===== src/rtl/uart_pkg.sv =====
// uart_pkg: shared parity/FSM types and counter-width helpers for uart_core_cfg.
package uart_pkg;
  typedef enum logic [1:0] {PAR_NONE, PAR_EVEN, PAR_ODD} parity_e;
  typedef enum logic [2:0] {TX_IDLE, TX_START, TX_DATA, TX_PARITY, TX_STOP} tx_state_e;
  typedef enum logic [2:0] {RX_IDLE, RX_START, RX_DATA, RX_PARITY, RX_STOP} rx_state_e;
  function automatic int bit_cnt_w(input int dw);
    return $clog2(dw + 1);
  endfunction
  function automatic int smp_cnt_w(input int os);
    return $clog2(os);
  endfunction
  function automatic parity_e to_parity(input logic [1:0] p);
    return p == 2'd1 ? PAR_EVEN : p == 2'd2 ? PAR_ODD : PAR_NONE;
  endfunction
endpackage


===== src/rtl/uart_baud_tick.sv =====
// uart_baud_tick: free-running divider, one-cycle tick every cfg_div+1 cycles.
module uart_baud_tick #(
  parameter int DIV_WIDTH = 16
) (
  input  logic                 UCLK,
  input  logic                 reset,
  input  logic [DIV_WIDTH-1:0] cfg_div,
  output logic                 tick
);
  logic [DIV_WIDTH-1:0] cnt_q, cnt_d;
  // >= keeps the counter bounded if cfg_div shrinks below the current count
  always_comb begin
    tick  = cnt_q >= cfg_div;
    cnt_d = tick ? '0 : cnt_q + DIV_WIDTH'(1);
  end
  always_ff @(posedge UCLK or posedge reset)
    if (reset) cnt_q <= '0;
    else cnt_q <= cnt_d;
endmodule


===== src/rtl/uart_core_cfg.sv =====
// uart_core_cfg: runtime-configurable UART (tick, TX serialiser, RX oversampler).
// UART_LOOPBACK_EN adds a loopback input that routes internal tx into the RX path.
module uart_core_cfg import uart_pkg::*; #(
  parameter int DATA_WIDTH = 8,
  parameter int OVERSAMPLE = 16,
  parameter int DIV_WIDTH  = 16
) (
  input  logic                  UCLK,
  input  logic                  reset,
`ifdef UART_LOOPBACK_EN
  input  logic                  loopback,
`endif
  input  logic [DIV_WIDTH-1:0]  cfg_div,
  input  logic [1:0]            cfg_parity,
  input  logic                  cfg_stop2,
  input  logic [DATA_WIDTH-1:0] tx_data,
  input  logic                  tx_valid,
  output logic                  tx_ready,
  output logic                  tx,
  input  logic                  rx,
  output logic [DATA_WIDTH-1:0] rx_data,
  output logic                  rx_valid,
  input  logic                  rx_ready,
  output logic                  rx_frame_err,
  output logic                  rx_parity_err,
  output logic                  rx_overrun
);
  localparam int BIT_CNT_W = bit_cnt_w(DATA_WIDTH);
  localparam int SMP_CNT_W = smp_cnt_w(OVERSAMPLE);
  localparam logic [SMP_CNT_W-1:0] SMP_LAST = SMP_CNT_W'(OVERSAMPLE - 1);
  localparam logic [SMP_CNT_W-1:0] SMP_MID  = SMP_CNT_W'(OVERSAMPLE / 2 - 1);
  localparam logic [BIT_CNT_W-1:0] BIT_LAST = BIT_CNT_W'(DATA_WIDTH - 1);
  logic tick, tx_int, rx_src, tx_end, rx_mid, stop_smp, consume, load;
  tx_state_e tx_st_q, tx_st_d;
  rx_state_e rx_st_q, rx_st_d;
  logic [SMP_CNT_W-1:0] tx_smp_q, tx_smp_d, rx_smp_q, rx_smp_d;
  logic [BIT_CNT_W-1:0] tx_bit_q, tx_bit_d, rx_bit_q, rx_bit_d;
  logic [DATA_WIDTH-1:0] tx_sh_q, tx_sh_d, rx_sh_q, rx_sh_d, rx_data_q;
  logic tx_pbit_q, tx_pbit_d, tx_pen_q, tx_pen_d, tx_stop2_q, tx_stop2_d;
  parity_e rx_pm_q, rx_pm_d;
  logic rx_perr_q, rx_perr_d, rx_s1_q, rx_s2_q, rx_s3_q;
  logic rx_valid_q, rx_fe_q, rx_pe_q, rx_ovr_q;
  uart_baud_tick #(.DIV_WIDTH(DIV_WIDTH)) u_tick (.UCLK(UCLK), .reset(reset), .cfg_div(cfg_div), .tick(tick));
`ifdef UART_LOOPBACK_EN
  assign rx_src = loopback ? tx_int : rx;
  assign tx     = loopback ? 1'b1 : tx_int;
`else
  assign rx_src = rx;
  assign tx     = tx_int;
`endif
  assign tx_ready = tx_st_q == TX_IDLE;
  assign tx_int   = tx_st_q == TX_START ? 1'b0 : tx_st_q == TX_DATA ? tx_sh_q[0] :
                    tx_st_q == TX_PARITY ? tx_pbit_q : 1'b1;
  always_comb begin
    tx_st_d = tx_st_q; tx_smp_d = tx_smp_q; tx_bit_d = tx_bit_q; tx_sh_d = tx_sh_q;
    tx_pbit_d = tx_pbit_q; tx_pen_d = tx_pen_q; tx_stop2_d = tx_stop2_q;
    tx_end = tick && tx_smp_q == SMP_LAST;
    if (tx_st_q == TX_IDLE) begin
      tx_smp_d = '0;
      tx_bit_d = '0;
      if (tx_valid) begin
        tx_st_d    = TX_START;
        tx_sh_d    = tx_data;
        tx_pen_d   = to_parity(cfg_parity) != PAR_NONE;
        tx_pbit_d  = ^tx_data ^ (to_parity(cfg_parity) == PAR_ODD);
        tx_stop2_d = cfg_stop2;
      end
    end else if (tick) begin
      tx_smp_d = tx_end ? '0 : tx_smp_q + 1'b1;
      if (tx_end)
        case (tx_st_q)
          TX_START: tx_st_d = TX_DATA;
          TX_DATA: begin
            tx_sh_d  = tx_sh_q >> 1;
            tx_bit_d = tx_bit_q == BIT_LAST ? '0 : tx_bit_q + 1'b1;
            if (tx_bit_q == BIT_LAST) tx_st_d = tx_pen_q ? TX_PARITY : TX_STOP;
          end
          TX_PARITY: tx_st_d = TX_STOP;
          // tx_bit_q marks the first of two stop periods already sent
          default: begin
            tx_bit_d = 1'b1;
            if (!(tx_stop2_q && tx_bit_q == '0)) tx_st_d = TX_IDLE;
          end
        endcase
    end
  end
  always_comb begin
    rx_st_d = rx_st_q; rx_smp_d = rx_smp_q; rx_bit_d = rx_bit_q; rx_sh_d = rx_sh_q;
    rx_pm_d = rx_pm_q; rx_perr_d = rx_perr_q; stop_smp = 1'b0;
    rx_mid = tick && rx_smp_q == (rx_st_q == RX_START ? SMP_MID : SMP_LAST);
    if (rx_st_q == RX_IDLE) begin
      rx_smp_d = '0;
      rx_bit_d = '0;
      if (rx_s3_q && !rx_s2_q) begin
        rx_st_d   = RX_START;
        rx_pm_d   = to_parity(cfg_parity);
        rx_perr_d = 1'b0;
      end
    end else if (tick) begin
      rx_smp_d = rx_mid ? '0 : rx_smp_q + 1'b1;
      if (rx_mid)
        case (rx_st_q)
          RX_START: rx_st_d = rx_s2_q ? RX_IDLE : RX_DATA;
          RX_DATA: begin
            rx_sh_d  = {rx_s2_q, rx_sh_q[DATA_WIDTH-1:1]};
            rx_bit_d = rx_bit_q + 1'b1;
            if (rx_bit_q == BIT_LAST) rx_st_d = rx_pm_q == PAR_NONE ? RX_STOP : RX_PARITY;
          end
          RX_PARITY: begin
            rx_perr_d = rx_s2_q != (^rx_sh_q ^ (rx_pm_q == PAR_ODD));
            rx_st_d   = RX_STOP;
          end
          default: begin
            stop_smp = 1'b1;
            rx_st_d  = RX_IDLE;
          end
        endcase
    end
  end
  // a consume in the same cycle as a stop sample frees the slot for the new frame
  assign consume = rx_valid_q && rx_ready;
  assign load    = stop_smp && (!rx_valid_q || consume);
  always_ff @(posedge UCLK or posedge reset)
    if (reset) begin
      tx_st_q <= TX_IDLE; tx_smp_q <= '0; tx_bit_q <= '0; tx_sh_q <= '0;
      tx_pbit_q <= 1'b0; tx_pen_q <= 1'b0; tx_stop2_q <= 1'b0;
      rx_st_q <= RX_IDLE; rx_smp_q <= '0; rx_bit_q <= '0; rx_sh_q <= '0;
      rx_pm_q <= PAR_NONE; rx_perr_q <= 1'b0;
      rx_s1_q <= 1'b1; rx_s2_q <= 1'b1; rx_s3_q <= 1'b1;
      rx_data_q <= '0; rx_valid_q <= 1'b0; rx_fe_q <= 1'b0; rx_pe_q <= 1'b0; rx_ovr_q <= 1'b0;
    end else begin
      tx_st_q <= tx_st_d; tx_smp_q <= tx_smp_d; tx_bit_q <= tx_bit_d; tx_sh_q <= tx_sh_d;
      tx_pbit_q <= tx_pbit_d; tx_pen_q <= tx_pen_d; tx_stop2_q <= tx_stop2_d;
      rx_st_q <= rx_st_d; rx_smp_q <= rx_smp_d; rx_bit_q <= rx_bit_d; rx_sh_q <= rx_sh_d;
      rx_pm_q <= rx_pm_d; rx_perr_q <= rx_perr_d;
      rx_s1_q <= rx_src; rx_s2_q <= rx_s1_q; rx_s3_q <= rx_s2_q;
      rx_valid_q <= load || (rx_valid_q && !consume);
      rx_ovr_q   <= (stop_smp && !load) || (rx_ovr_q && !consume);
      if (load) begin
        rx_data_q <= rx_sh_q;
        rx_fe_q   <= !rx_s2_q;
        rx_pe_q   <= rx_perr_q;
      end
    end
  assign rx_data       = rx_data_q;
  assign rx_valid      = rx_valid_q;
  assign rx_frame_err  = rx_fe_q;
  assign rx_parity_err = rx_pe_q;
  assign rx_overrun    = rx_ovr_q;
endmodule

===== config.mk =====
export PLATFORM = sky130hd
export DESIGN_NAME = uart_core_cfg
export DESIGN_NICKNAME = d
export VERILOG_FILES = /design/src/rtl/uart_pkg.sv /design/src/rtl/uart_baud_tick.sv /design/src/rtl/uart_core_cfg.sv
export SDC_FILE = /design/constraint.sdc
export NUM_CORES = 1
export LEC_CHECK = 0
export BUFFER_PORTS_ARGS = -buffer_cell sky130_fd_sc_hd__buf_2
export CORE_UTILIZATION = 31
export CTS_CLUSTER_SIZE = 14
export DETAILED_ROUTE_END_ITERATION = 10
export SKIP_CTS_REPAIR_TIMING = 1
export SYNTH_ARGS = -nofsm -noshare
export SYNTH_HDL_FRONTEND = slang
export SYNTH_SLANG_ARGS = --single-unit

===== constraint.sdc =====
create_clock -name UCLK -period 4.4 [get_ports UCLK]
set_input_delay 0.88 -clock UCLK [delete_from_list [all_inputs] [get_ports UCLK]]
set_output_delay 0.88 -clock UCLK [all_outputs]
set_load 0.02 [all_outputs]

---- After elaboration in Yosys (flattened, before gate mapping) ----
Index checks and enable logic that the tools add are counted.
W data, S select, Z words.
storage, ports and cells
  logic and storage cells ................. 145
  flip-flop bits (word level) ............. 75
  bits of input ports ..................... 32
operators by class
  magnitude comparators ................... 1
  reduce and logical (&&, ||, !) cells .... 41
  add/subtract/negate cells ............... 5
  bitwise logic cells ..................... 3
  mux-type cells .......................... 52
  equality and inequality tests ........... 21
operator list
  kind                     count
  $mux W4                  15
  $mux W8                  5
  $mux W3                  13
  $pmux W3 S3              2
  $add A16 B1 Y16 const B  1
  $add A4 B1 Y4 const B    4
  $ge A16 B16 Y1           1
  $mux W16                 1
  $reduce_and A4 Y1        4
  $reduce_bool A2 Y1       8
  $reduce_xor A8 Y1        2
  $eq A3 B2 Y1 const B     4
  $mux W1                  12
  $logic_and A1 B1 Y1      9
  $eq A4 B3 Y1 const B     2
  $pmux W4 S2              1
  $eq A2 B2 Y1 const B     3
  $eq A3 B1 Y1 const B     2
  $logic_not A3 Y1         2
  $mux W2                  3
  $reduce_and A3 Y1        2
  $ne A5 B5 Y1 const B     1
  $reduce_and A5 Y1        1
  $eq A4 B4 Y1             1
  16 further kinds         24

---- Logic depth before layout (Yosys ltp) ----
Gate-level depths: netlist of run 1.
  depth after elaboration ................. 11
  gate-level depth with buffers ........... 10
  mapped depth without buffers ............ 8

---- Cells and area by module ----
From an unflattened synthesis of run 1, not the netlist that was laid out.
second synthesis, totals
  cells, all modules ...................... 395
  area, all modules ....................... 4305.4 sq um
by module, submodules not included
  module          area each (sq um)  instances  cells an instance  seq. area each (sq um)
  uart_core_cfg   3035.4             1          264                1480.2
  uart_baud_tick  1270.0             1          131                400.4

---- Least setup slack after synthesis of run 1 ----
OpenSTA, ideal clock, no wires.
  path kind ............................... input-to-reg
  start ................................... in cfg_div[13]
  end ..................................... reg tx_sh_q[1]
  slack ................................... 1.524 ns
  data required time ...................... 4.275 ns
  stages on the path ...................... 8
  data arrival time ....................... 2.751 ns
  cells stage by stage .................... inv_1 > ha_1 > a21oi_1 > o21ai_0 > nor4_4 > nand3_2 > o211ai_4 > mux2_2
on the way
  cells in the longest elaborated chain, start to end .. 4
  elaborated cells on any way between the ends .. 5
ends and longest elaborated chain
  what                                    line                  source
  start: declaration                      uart_core_cfg.sv:13   input logic [DIV_WIDTH-1:0] cfg_div,
  $ge A16 B16 Y1 (*)                      uart_baud_tick.sv:13  tick = cnt_q >= cfg_div;
  $logic_and A1 B1 Y1                     uart_core_cfg.sv:57   tx_end = tick && tx_smp_q == SMP_LAST;
  $reduce_bool A2 Y1 (no source line)     n/a
  $reduce_and A4 Y1 (no source line) (*)  n/a
  end signal: assignment                  uart_core_cfg.sv:132  tx_st_q <= tx_st_d; tx_smp_q <= tx_smp_d; tx_bit_q <= tx_bit_d; tx_sh_q <= tx_sh_d;
  end: declaration                        uart_core_cfg.sv:38   logic [DATA_WIDTH-1:0] tx_sh_q, tx_sh_d, rx_sh_q, rx_sh_d, rx_data_q;
Mark *: on every way between the ends. The rest lies on a longest branch, timed or not.
A chain may end at the register's enable or synchronous reset.

---- Final worst setup path of run 1 ----
  start ................................... in cfg_div[0]
  end ..................................... reg tx_st_q[2]
on the way
  cells in the longest elaborated chain, start to end .. 4
  elaborated cells on any way between the ends .. 5
ends and longest elaborated chain
  what                                    line                  source
  $ge A16 B16 Y1 (*)                      uart_baud_tick.sv:13
  $logic_and A1 B1 Y1                     uart_core_cfg.sv:57
  $reduce_bool A2 Y1 (no source line)     n/a
  $reduce_and A5 Y1 (no source line) (*)  n/a
  end signal: assignment                  uart_core_cfg.sv:132
  end: declaration                        uart_core_cfg.sv:34   tx_state_e tx_st_q, tx_st_d;
Marked as above.

==> results of run 1 <==
## cell usage after synthesis, types with 2 or more instances
library cell,instances
a211oi_1,3
or3_1,5
clkbuf_1,6
nand4_1,5
nor3_2,2
buf_2,4
nand2_1,33
mux2i_1,6
inv_1,29
nor2b_1,2
xnor2_1,18
nor2_1,30
a21oi_1,21
nand3_1,16
a31oi_1,4
a311o_1,2
and2_1,6
nor3_1,6
mux2_2,33
and3_1,7
dfstp_2,3
xor2_1,12
dfrtp_1,72
nand3_2,2
ha_1,24
buf_6,2
nand4b_1,2
nand2b_1,5
o21ai_0,24
o2bb2ai_1,4
## power breakdown
part,switching (mW),total (mW),internal [mW]
logic,0.179,0.333,0.153
registers,0.0877,0.855,0.768
clock network,0.286,0.668,0.383
total,0.553,1.86,1.30
## final timing paths
check	end	cells past startpoint	startpoint	slack, ps
hold / removal	rx_s2_q	0	rx_s1_q	360
min in group asynchronous	tx_sh_q[6]	2	reset	670
max in group asynchronous	rx_s1_q	3	reset	2730
setup reg to reg	tx_st_q[2]	8	u_tick.cnt_q[0]	1550
setup / recovery	tx_st_q[2]	8	cfg_div[0]	1380
hold reg to reg	rx_s2_q	0	rx_s1_q	360
## cell families (layout without fill, tap and decap cells)
kind of cell | after synthesis | in the layout | synth area share (%)
XOR/XNOR | 30 | 30 | 6.28
AND/OR/NAND/NOR | 130 | 130 | 16.6
AO/OA/AOI/OAI | 68 | 68 | 10.6
buffers and inverters | 41 | 93 | 4.15
adder cells (fa/ha/maj) | 24 | 24 | 7.17
multiplexers | 39 | 39 | 10.3
flip-flops | 75 | 75 | 44.9
## final cells by class
cell class	instances	area, µm²	share of cell area, %
sequential	75	1880	38.7
tap	176	220	4.53
clock buffer	10	229	4.71
multi-input combinational	291	2130	43.8
inverter	29	109	2.24
timing repair buffer	48	248	5.10
clock inverter	6	43.8	0.901
## state kept, by name, summed over array words and instances (netlist names), 2 cells and up
register and cells:
rx_bit_q 4, rx_data 8, rx_pm_q 2, rx_sh_q 8
rx_smp_q 4, rx_st_q 3, tx_bit_q 4, tx_sh_q 8
tx_smp_q 4, tx_st_q 3, u_tick.cnt_q 16
## critical path, delay by kind of cell
kind	cells	cell delay, ps
mux	1	300
simple gates	4	1130
fa+ha+maj	1	270
buf+inv	1	100
compound gates	1	550
## metrics by stage
| step | cells | area [µm²] | setup WS [ps] | total power [mW] |
|---|---|---|---|---|
| finish | 635 | 4860 | 1380 | 1.86 |
| global route | 635 | 4860 | 1210 | 1.98 |
| detailed placement | 619 | 4590 | 975 | 1.21 |
| global placement | 619 | 4590 | 1070 | 1.19 |
| CTS | 635 | 4860 | 1340 | 1.88 |
| floorplan | 407 | 4190 | 1520 | 1.11 |
## per-layer routing
| metal | share of wire [%] | vias up |
|---|---|---|
| met5 | 0 | - |
| met4 | 1.0 | 0 |
| met3 | 3.3 | 4 |
| met2 | 50 | 51 |
| met1 | 46 | 1453 |
| li1 | - | 1517 |
==> results.py, run 1 <==
metrics = {
    "logic_synthesis": {
        "syn-cell-area_mm2": 0.00419,
        "yosysWarnings": 0,
        "synth.avg_cell_area_um2": 10.3,
        "async_flop_share_pct": 100,
        "synth_flop_cell": "dfrtp_1",
        "ys_types": 49,
        "synth_edf_count": 0,
        "synth-seq-cells": 75,
        "yosysTopAreaCell": "dfrtp_1",
        "syn-num-nets": 463,
        "synth_cells": 407,
        "ys_seq_area_share_pct": 44.9,
        "synth.top_cell.area_share_pct": 43.0,
        "synth.area.top_cells": "dfrtp_1 43%, mux2_2 8.9%, ha_1 7.2%",
    },
    "final_layout": {
        "final_core_util_pct": 36.9,
        "drive_gt1_share_pct": 24.8,
        "area_growth_pct": 16.1,
        "nets": 510,
        "fill_cells": 1314,
        "diodes": 0,
        "mostFrequentLayoutCells": "72 x dfrtp_1, 45 x buf_2, 33 x nand2_1, 33 x mux2_2, 30 x nor2_1",
        "layout_commonest_cell": "dfrtp_1",
    },
    "place": {
        "hpwl_mm": 5.78,
        "globalplace.congestion": 0.778,
        "port_buffers": 45,
    },
    "drt": {
        "wl_per_cell_um": 12.3,
        "drc_errors": 0,
        "vias": 3025,
        "antenna_left": 0,
        "first_pass_iters": 4,
        "viasPerCell": 4.76,
        "drtIter0Drc": 100,
        "wirelength_mm": 7.82,
    },
    "power_and_ir_drop": {
        "power_density_mw_per_mm2": 382,
        "peakVddDrop_v": 0.000159,
        "p_leak_nw": 2.34,
    },
    "sta": {
        "period_minus_slack_ps": 3020,
        "period_share_pct": 68.6,
        "tns_ps": 0,
        "worst_slew_pin_slew_ps": 709,
        "relSlewSlack_pct": 52.7,
        "rsz0062_at_grt": "false",
        "slew_viol_final": 0,
        "hold_violations": 0,
        "fin_skew_ps": 9.19,
        "finalSetupViolations": 0,
        "timing.hold.ws_ps": 357,
        "max_freq_mhz": 331,
    },
    "setup_path": {
        "cp_cell_sequence": "buf_2 > ha_1 > nand2b_1 > a2111oi_0 > nand3b_2 > and3_1 > nor2_1 > mux2_2",
        "start_kind": "primary input",
        "arrival_ps": 3230,
        "max_stage_delay_ps": 550,
        "slowest_stage": "a2111oi_0",
        "worstPathRequired_ps": 4610,
        "crit_fanout": 18,
        "worstSetupEndpointType": "register",
        "critPathKind": "primary input to register",
    },
    "floorplan": {
        "die-area_mm2": 0.0140,
        "die-width_um": 118,
        "rows": 42,
        "start_util_pct": 31.7,
        "die_h_um": 118,
        "io_pins": 46,
        "core-area_mm2": 0.0132,
    },
    "global_route": {
        "grt_util_met3_pct": 2.85,
        "grtUsageMet2_pct": 20.5,
        "antenna_found_initial": 0,
        "grt_pass1_wl_mm": 13.7,
        "gr-usage-all-layers_pct": 12.0,
        "grt_overflow": 0,
        "grt_pass1_vias": 3058,
        "busiest_layer": "met2",
        "grtUsageMet1_pct": 14.5,
        "grt_max_degree": 43,
    },
    "clocking": {
        "clockBufferDepth": 2,
        "cts_tree": "built",
        "cts_sinks": 75,
        "cts_max_level": 3,
        "clk_pin_slew_worst_paths_ps": 60,
        "cts_buffers": 9,
        "insertion_delay_ps": 330,
        "clock-root-buffer": "clkbuf_16",
    },
    "job": {
        "cap_violations": 0,
    },
    "worst_hold_path": {
        "hold_path.class": "register to register",
    },
    "outcome": {
        "status": "completed",
    },
}
Power figures use the tool's default switching activity.
==> run 2: changes to the inputs <==
==> constraint.sdc (replaced) <==
create_clock -name UCLK -period 3 [get_ports UCLK]
set_input_delay 0.6 -clock UCLK [delete_from_list [all_inputs] [get_ports UCLK]]
set_output_delay 0.6 -clock UCLK [all_outputs]
set_load 0.02 [all_outputs]
==> results.py, run 2 (synthesized netlist as in run 1, its figures left out) <==
metrics = {
    "power_and_ir_drop": {
        "peakVddDrop_v": 0.000225,
        "p_leak_nw": 2.40,
        "swShare_pct": 27.9,
        "p_comb_share_pct": 17.1,
        "pwr-share-clk_pct": 39.4,
        "p_sw_mw": 0.806,
        "p_seq_share_pct": 43.5,
        "power_density_mw_per_mm2": 580,
        "p_int_mw": 2.09,
    },
    "place": {
        "globalplace.congestion": 0.766,
        "pre_cts_slack_ps": 70.8,
        "port_buffers": 45,
        "hpwl_mm": 6.18,
        "dpl-instance-area_mm2": 0.00466,
    },
    "final_layout": {
        "layout_commonest_cell": "dfrtp_1",
        "drive_gt1_share_pct": 26.3,
        "area_growth_pct": 19.0,
        "stdcell_area_mm2": 0.00498,
        "seq_area_mm2": 0.00188,
        "largest_reg_flops": 16,
        "fill_cells": 1342,
        "multi_input_area_mm2": 0.00213,
        "mostFrequentLayoutCells": "72 x dfrtp_1, 45 x buf_2, 33 x nand2_1, 33 x mux2_2, 30 x nor2_1",
        "regMostFlops": "u_tick.cnt_q",
        "nets": 518,
    },
    "drt": {
        "drc_errors": 0,
        "wirelength_mm": 8.25,
        "wl_met3_um": 263,
        "routed-wl-met2_mm": 4.15,
        "first_pass_iters": 4,
        "wl_per_cell_um": 12.8,
        "viasPerCell": 4.86,
        "met1_length_mm": 3.70,
        "vias": 3128,
        "drtIter0Drc": 115,
        "dr.max_layer_used": "met4",
        "antenna_left": 0,
    },
    "sta": {
        "period_share_pct": 86.7,
        "hold_violations": 0,
        "relSlewSlack_pct": 58.1,
        "fin_skew_ps": 7.04,
        "finalSetupViolations": 0,
        "rsz0062_at_grt": "false",
        "tns_ps": 0,
        "period_minus_slack_ps": 2600,
        "fin_ws_ps": 399,
        "slew_viol_final": 0,
        "max_freq_mhz": 384,
        "worst_slew_pin_slew_ps": 625,
    },
    "clocking": {
        "cts_sinks": 75,
        "clk_pin_slew_worst_paths_ps": 60,
        "cts_max_level": 3,
        "clockBufferDepth": 2,
        "clock-root-buffer": "clkbuf_16",
        "cts_buffers": 9,
        "cts_tree": "built",
        "insertion_delay_ps": 330,
    },
    "job": {
        "cap_violations": 0,
    },
    "global_route": {
        "grt_pass1_vias": 3251,
        "grt_max_degree": 31,
        "grt_pass1_wl_mm": 14.7,
        "gr-usage-all-layers_pct": 12.9,
        "grt_overflow": 0,
        "antenna_found_initial": 0,
    },
    "floorplan": {
        "core-area_mm2": 0.0132,
        "die_h_um": 118,
        "rows": 42,
        "die-area_mm2": 0.0140,
        "io_pins": 46,
        "start_util_pct": 31.7,
        "die-width_um": 118,
    },
    "setup_path": {
        "start_kind": "register",
        "critPathKind": "register to register",
        "r2r_slack_ps": 400,
        "crit_fanout": 8,
        "worstPathRequired_ps": 3220,
        "r2r-start": "u_tick.cnt_q[13]",
        "arrival_ps": 2820,
        "worstSetupEndpointType": "register",
        "timing.rr.end": "rx_sh_q[1]",
        "r2r_cells": 8,
    },
    "outcome": {
        "status": "completed",
    },
    "worst_hold_path": {
        "hold_path.class": "primary input to asynchronous set/reset pin",
    },
}
[run 2: changes by cell type in the layout (fill, tap and decap cells not counted)]
cell and change:
clkinvlp_4 +2, clkbuf_1 -1, buf_4 +7, buf_12 +1, bufinv_16 +2, clkinv_4 -3
diode_2 +1
[run 2: metal layers]
layer / global-route usage (%) / vias up
li1: - / 1538
met1: 15.9 / 1534
met2: 21.5 / 44
met3: 2.46 / 12
met4: 6.65 / 0
met5: 0 / -
[run 2: per-stage QoR]
stage | total power, mW | std cells | hold slack (ps) | util (%)
3_3_place_gp | 1.75 | 627 | 346 | 35.3
6_report | 2.89 | 644 | 340 | 37.8
2_1_floorplan | 1.63 | 407 | 345 | -
3_5_place_dp | 1.78 | 627 | 347 | 35.3
4_1_cts | 2.93 | 643 | 355 | 37.8
5_1_grt | 3.07 | 643 | 359 | 37.8
[run 2: critical path, cell delays in order (launching register included)]
cell and delay (ps):
dfrtp_1 410, ha_1 320, nand4_2 150, nor3_2 300
nand3b_2 150, buf_4 160, a31oi_4 340, nand3_2 280
mux2_2 350
[run 2: layout make-up]
type | instances | share of cell area [%]
clock buffer | 9 | 4.52
tap | 176 | 4.42
clock inverter | 7 | 1.86
multi-input combinational | 291 | 42.8
antenna | 1 | 0.0502
inverter | 29 | 2.18
sequential | 75 | 37.7
timing repair buffer | 56 | 6.43
[run 2: worst max-delay path by stage]
stage                           startpoint          to  slack [ps]
after floorplan                cfg_div[13]  tx_sh_q[1]         400
after global placement         cfg_div[15]  rx_sh_q[7]         120
after detailed placement       cfg_div[15]  rx_sh_q[1]          70
after CTS                 u_tick.cnt_q[13]  rx_sh_q[1]         360
after global routing      u_tick.cnt_q[13]  rx_sh_q[1]         240
final                     u_tick.cnt_q[13]  rx_sh_q[1]         400
[run 2: power groups by stage]
stage	Clock [mW]	Combinational, mW	Sequential [mW]
after floorplan	0	0.397	1.23
after global placement	0	0.481	1.27
after detailed placement	0	0.503	1.28
after CTS	1.17	0.506	1.26
after global routing	1.22	0.577	1.28
final	1.14	0.495	1.26
